File: src/rtl/regfile_pkg.sv
// Shared widths and types for the general-purpose register file.
package regfile_pkg;

  localparam int unsigned DEFAULT_DATA_W = 32;
  localparam int unsigned DEFAULT_ADDR_W = 5;

  typedef logic [DEFAULT_ADDR_W-1:0] reg_addr_t;
  typedef logic [DEFAULT_DATA_W-1:0] reg_data_t;

  localparam reg_addr_t ZERO_ADDR = '0;

endpackage

File: src/rtl/regfile_read_port.sv
// One register-file read port: address mux plus write-through bypass.
module regfile_read_port
  import regfile_pkg::*;
#(
  parameter int unsigned DATA_W   = DEFAULT_DATA_W,
  parameter int unsigned ADDR_W   = DEFAULT_ADDR_W,
  parameter bit          BYPASS   = 1'b1,
  parameter bit          ZERO_REG = 1'b1
) (
  input  logic [ADDR_W-1:0]                   rdAddr,
  input  logic [(2**ADDR_W)-1:0][DATA_W-1:0]  bank,
  input  logic [(2**ADDR_W)-1:0]              pend,
  input  logic                                wrEn,
  input  logic [ADDR_W-1:0]                   wrAddr,
  input  logic [DATA_W-1:0]                   wrData,
  output logic [DATA_W-1:0]                   rdData,
  output logic                                rdPending
);

  logic isZero;
  logic bypassHit;

  // Select stored value, override with in-flight write, force reg 0 to read as zero
  always_comb begin
    isZero    = ZERO_REG && (rdAddr == '0);
    bypassHit = BYPASS && wrEn && (rdAddr == wrAddr) && !isZero;
    rdData    = bank[rdAddr];
    rdPending = pend[rdAddr];
    if (bypassHit) begin
      rdData    = wrData;
      rdPending = 1'b0;
    end
    if (isZero) begin
      rdData    = '0;
      rdPending = 1'b0;
    end
  end

endmodule

File: src/rtl/regfile_mp_scoreboard.sv
// Multi-port register file with per-register pending scoreboard for RAW detection.
module regfile_mp_scoreboard
  import regfile_pkg::*;
#(
  parameter int unsigned DATA_W   = DEFAULT_DATA_W,
  parameter int unsigned ADDR_W   = DEFAULT_ADDR_W,
  parameter int unsigned NUM_RD   = 2,
  parameter bit          BYPASS   = 1'b1,
  parameter bit          ZERO_REG = 1'b1
) (
  input  logic                     clk,
  input  logic                     rst,
  input  logic [NUM_RD*ADDR_W-1:0] rd_addr,
  output logic [NUM_RD*DATA_W-1:0] rd_data,
  output logic [NUM_RD-1:0]        rd_pending,
  input  logic                     wr_en,
  input  logic [ADDR_W-1:0]        wr_addr,
  input  logic [DATA_W-1:0]        wr_data,
  input  logic                     rsv_req,
  input  logic [ADDR_W-1:0]        rsv_addr,
  output logic                     rsv_ack,
  output logic [ADDR_W:0]          pending_cnt
);

  localparam int unsigned DEPTH = 2**ADDR_W;
  localparam int unsigned CNT_W = ADDR_W + 1;

  logic [DEPTH-1:0][DATA_W-1:0] bank;
  logic [DEPTH-1:0]             pend;
  logic [DEPTH-1:0]             pendNext;
  logic [CNT_W-1:0]             cntNext;
  logic                         wrValid;
  logic                         rsvIsZero;
  logic                         clearing;
  logic                         rsvSet;
  logic                         cntInc;
  logic                         cntDec;

  // Reservation handshake and next scoreboard state; a same-cycle re-reserve beats the clear
  always_comb begin
    wrValid   = wr_en && !(ZERO_REG && (wr_addr == '0));
    rsvIsZero = ZERO_REG && (rsv_addr == '0);
    clearing  = wr_en && (wr_addr == rsv_addr);
    rsv_ack   = rsv_req && (rsvIsZero || !pend[rsv_addr] || clearing);
    rsvSet    = rsv_ack && !rsvIsZero;
    cntInc    = rsvSet && !pend[rsv_addr];
    cntDec    = wrValid && pend[wr_addr] && !(rsvSet && (rsv_addr == wr_addr));
    pendNext  = pend;
    if (wrValid) begin
      pendNext[wr_addr] = 1'b0;
    end
    if (rsvSet) begin
      pendNext[rsv_addr] = 1'b1;
    end
    cntNext = pending_cnt + CNT_W'(cntInc) - CNT_W'(cntDec);
  end

  // Register bank, pending bits and their running population count
  always_ff @(posedge clk or posedge rst) begin
    if (rst) begin
      bank        <= '0;
      pend        <= '0;
      pending_cnt <= '0;
    end else begin
      if (wrValid) begin
        bank[wr_addr] <= wr_data;
      end
      pend        <= pendNext;
      pending_cnt <= cntNext;
    end
  end

  // One mux/bypass slice per read port
  for (genvar k = 0; k < NUM_RD; k++) begin : gRd
    regfile_read_port #(
      .DATA_W   (DATA_W),
      .ADDR_W   (ADDR_W),
      .BYPASS   (BYPASS),
      .ZERO_REG (ZERO_REG)
    ) uPort (
      .rdAddr    (rd_addr[k*ADDR_W +: ADDR_W]),
      .bank      (bank),
      .pend      (pend),
      .wrEn      (wr_en),
      .wrAddr    (wr_addr),
      .wrData    (wr_data),
      .rdData    (rd_data[k*DATA_W +: DATA_W]),
      .rdPending (rd_pending[k])
    );
  end

endmodule
File: config.mk
export PLATFORM = sky130hd
export DESIGN_NAME = regfile_mp_scoreboard
export DESIGN_NICKNAME = d
export VERILOG_FILES = /design/src/rtl/regfile_pkg.sv /design/src/rtl/regfile_read_port.sv /design/src/rtl/regfile_mp_scoreboard.sv
export SDC_FILE = /design/constraint.sdc
export NUM_CORES = 2
export LEC_CHECK = 0
export CAP_MARGIN = 15
export CORE_MARGIN = 2
export CORE_UTILIZATION = 55
export DETAILED_ROUTE_END_ITERATION = 10
export PLACE_DENSITY = 0.71
export SYNTH_ARGS = -nofsm -noshare
export SYNTH_HDL_FRONTEND = slang
export SYNTH_HIERARCHICAL = 1
export SYNTH_SLANG_ARGS = --single-unit
File: constraint.sdc
create_clock -name clk -period 80.5 [get_ports clk]
set_input_delay 16.1 -clock clk [delete_from_list [all_inputs] [get_ports clk]]
set_output_delay 16.1 -clock clk [all_outputs]
set_load 0.05 [all_outputs]
==> metrics.md <==
| Metric | Value |
|---|---|
| Post-cts resize count | `0` |
| Later-pin clock latency in the skew report | `0.71 ns` |
| Reg-to-reg critical path endpoint | `pending_cnt[4]` |
| Largest net degree at the start of global routing | `168` |
| CP Class | `input pin to output port` |
| Core Area | `0.105 mm^2` |
| Register Area | `0.0266 mm^2` |
| Family with the most delay on the worst path | `buffers and inverters` |
| Routed len/inst | `33.5 um` |
| Post-Synth XOR/XNOR Area | `0.302%` |
| Post-DP Area | `0.0595 mm^2` |
| Clock skew | `0.0131 ns` |
| Final hold viol count | `0` |
| Fin area | `0.0637 mm^2` |
| Nets@finish | `4009` |
| Synth warnings | `6` |
| Initial Utilization | `55.3%` |
| #FFs+latches synth | `1062` |
| WP data required | `64.40 ns` |
| Post-CTS Hold Buffers | `0` |
| DRC viols | `0` |
| Setup TNS | `0 ns` |
| Status | `complete, no violations` |
| First-pass GRT wire length | `268 mm` |
| Slew headroom | `19.5%` |
| Sequential-to-total area share from yosys stat | `45.8%` |
| Adder-Cell Fraction of Synth Area | `0.164%` |
| RR Startpoint | `pend[10]` |
| Vias/cell | `7.17` |
| Global-route usage over all layers | `33.8%` |
| RSZ-0062 raised after global routing | `no` |
| Met3 Resource Use GR | `6.57%` |
| Port-buffer cells | `128` |
| Vias | `39000` |
| Syn Inst Count | `4077` |
| CP bufs+invs | `5` |
| Critical-path cell list | `buf_8, buf_4, buf_4, buf_12, mux2i_1, a221oi_1, o211ai_1, a31oi_1, clkdlybuf4s50_1` |
| Top FF cell, synth | `dfrtp_1` |
| H-tree levels | `3` |
| GRT busiest layer | `met2` |
| Post-synth EDFFs | `0` |
| Die extent in x | `329 um` |
| Mapped Nets | `4140` |
| Tcrit/Tclk final | `46.1%` |
| Grt total ovfl | `0` |
| Detailed-router iteration count before antenna repair | `6` |
| Setup ws final | `43.41 ns` |
| Critical Path Start Type | `input pin` |
| Hold WC Path Type | `flip-flop to flip-flop` |
| Dpl ws | `43.34 ns` |
| Final Wtd Congestion | `0.870` |
| Crit path capture | `rd_data[56]` |
| Max cap viols | `0` |
| Fmax | `27.0 MHz` |
| Overall die height | `329 um` |
| Tmin final | `37.09 ns` |
| Post-Syn Area | `0.0581 mm^2` |
| Multi-input gate area | `0.0291 mm^2` |
| Overall power | `1.63 mW` |
| M1 GR Usage | `46.1%` |
| Worst Tran Pin Value | `1.20 ns` |
| Synth Area in Compound Gates | `7.62%` |
| Root Buffer | `clkbuf_16` |
| Mux cell area share after synthesis | `40.0%` |
| Crit. Startpoint | `rd_addr[5]` |
| TritonCTS Sinks | `1062` |
| Post-Syn Area per Cell | `14.2 um^2` |
| VDD IR max | `0.0213 mV` |
| Iter 0 DRT Violations | `3939` |
| R2R depth | `13` |
| Asr flop ratio synth | `100%` |
| Post-CTS Setup Bufs | `0` |
| Routed Antenna Nets | `0` |
| GRT met2 Usage | `52.6%` |
| Synth Area in Simple Gates | `1.57%` |
| Full die area | `0.108 mm^2` |
| Largest family of logic cells by synthesized area | `multiplexers` |
| Slew Viols, Final | `0` |
| CP max stage cell | `clkdlybuf4s50_1` |
| Initial antenna violation count | `3` |
| Reg clk slew, reported paths | `0.06 ns` |
| FILL cells | `7935` |
| CP peak stage delay | `0.90 ns` |
| CP Capture Type | `output port` |
| Final HPWL DP | `96.4 mm` |
| LEAKAGE | `27.4 nW` |
| Deepest clock path buffer count | `3` |
| Number of CTS-inserted buffers | `112` |
| Layout area overhead | `9.66%` |
| I/O pin cnt | `129` |
| Final Setup Violations | `0` |
| Critical path fanouts, max | `114` |
| Crit path DAT | `20.99 ns` |
| Worst path depth | `9` |
| CTS tree | `built` |
| Synth unique cells | `59` |
| Pwr dens | `25.6 mW/mm^2` |
| Reg2reg setup slack | `77.20 ns` |
| Share of cells above drive strength 1 | `42.7%` |
| WL final | `182 mm` |
| Rows | `119` |
| Vias in the first global route | `39400` |
| Most common cell on crit path | `buf_4` |
cells in the mapped netlist, types with 44 or more instances:
cell type	number	area [um^2]
a221oi_1	118	1030
buf_2	133	666
buf_4	45	338
clkbuf_1	234	878
dfrtp_1	1062	26600
mux2_2	984	11100
mux2i_1	344	3440
mux4_2	373	8400
o211ai_1	68	510
o21ai_0	91	455
o22a_1	44	385
o22ai_1	54	338
cell families (layout without fill, tap and decap cells):
logic type,count (synthesis),count (layout)
AO/OA/AOI/OAI,586,586
XOR/XNOR,20,20
adder cells (fa/ha/maj),7,7
buffers and inverters,501,464
flip-flops,1062,1062
multiplexers,1727,1727
other,0,4
AND/OR/NAND/NOR,174,174
how the worst min path moves through the flow:
stage	from	to	cells after the start
6_report	bank[25]	bank[25]	0
3_5_place_dp	bank[25]	bank[25]	0
5_1_grt	bank[23]	bank[23]	0
2_1_floorplan	bank[11]	bank[11]	1
4_1_cts	bank[25]	bank[25]	0
3_3_place_gp	bank[23]	bank[23]	0
routing by layer:
| layer | share of wire [%] | routed length (um) |
|---|---|---|
| met3 | 8.7 | 15900 |
| met1 | 40 | 72200 |
| met2 | 47 | 85100 |
| met4 | 4.9 | 8950 |
| met5 | 0.0071 | 13 |
cells in the final DEF, fill, tap and decap left out, types with 11 or more instances in the layout:
| cell type | n |
|---|---|
| nand2_1 | 20 |
| mux2_1 | 26 |
| a31oi_1 | 40 |
| a21oi_1 | 17 |
| o21ai_0 | 91 |
| dfrtp_1 | 1062 |
| o211ai_1 | 68 |
| o221a_2 | 18 |
| nand3_1 | 13 |
| a22o_1 | 22 |
| nand2_2 | 13 |
| mux2i_1 | 344 |
| xnor2_1 | 11 |
| nor2_1 | 30 |
| inv_1 | 26 |
| clkbuf_16 | 115 |
| a22oi_1 | 29 |
| a32o_1 | 16 |
| nor2_4 | 18 |
| o221ai_1 | 38 |
| o22ai_1 | 54 |
| bufinv_16 | 14 |
| nor2b_1 | 13 |
| clkbuf_8 | 32 |
| mux4_2 | 373 |
| clkdlybuf4s50_1 | 118 |
| clkinv_2 | 12 |
| mux2_2 | 984 |
| clkbuf_1 | 28 |
| o22a_1 | 44 |
| buf_4 | 91 |
| a221oi_1 | 118 |
area by class of cell:
| type | instances | share of cell area [%] |
|---|---|---|
| multi-input cells | 2514 | 45.7 |
| flip-flops and latches | 1062 | 41.7 |
| clock buffers | 174 | 5.34 |
| repair buffers | 229 | 3.42 |
| well taps | 1391 | 2.73 |
| clock inverters | 34 | 0.914 |
| inverters | 27 | 0.171 |
| diodes | 4 | 0.0157 |
per-stage QoR:
stage / utilization [%] / hold WS (ns) / instances
after floorplan: - / 0.441 / 4077
after global placement: 56.7 / 0.377 / 5216
after detailed placement: 56.7 / 0.384 / 5216
after CTS: 60.5 / 0.398 / 5424
after global routing: 60.6 / 0.405 / 5432
final: 60.7 / 0.395 / 5435
worst register-to-register path, stage by stage (launching register included):
cell and delay, ns:
dfrtp_1 0.42, mux4_2 0.47, nand2b_1 0.18, a32oi_1 0.29, o21ai_0 0.19, or2_1 0.28, ha_1 0.28, inv_1 0.04
ha_1 0.19, fa_1 0.41, a21oi_1 0.19, nor2_1 0.05, nor2_1 0.10, xnor2_1 0.12
sequential cells by signal (all words and copies together) (netlist names):
name and flops:
pending_cnt 6, bank 1024, pend 32
power by group:
| group | switching, mW | internal [mW] | total (mW) |
|---|---|---|---|
| clock | 0.225 | 0.334 | 0.559 |
| combinational | 0.160 | 0.196 | 0.356 |
| sequential | 0.0764 | 0.638 | 0.714 |
| total | 0.462 | 1.17 | 1.63 |
(Power assumes the default switching activity.)
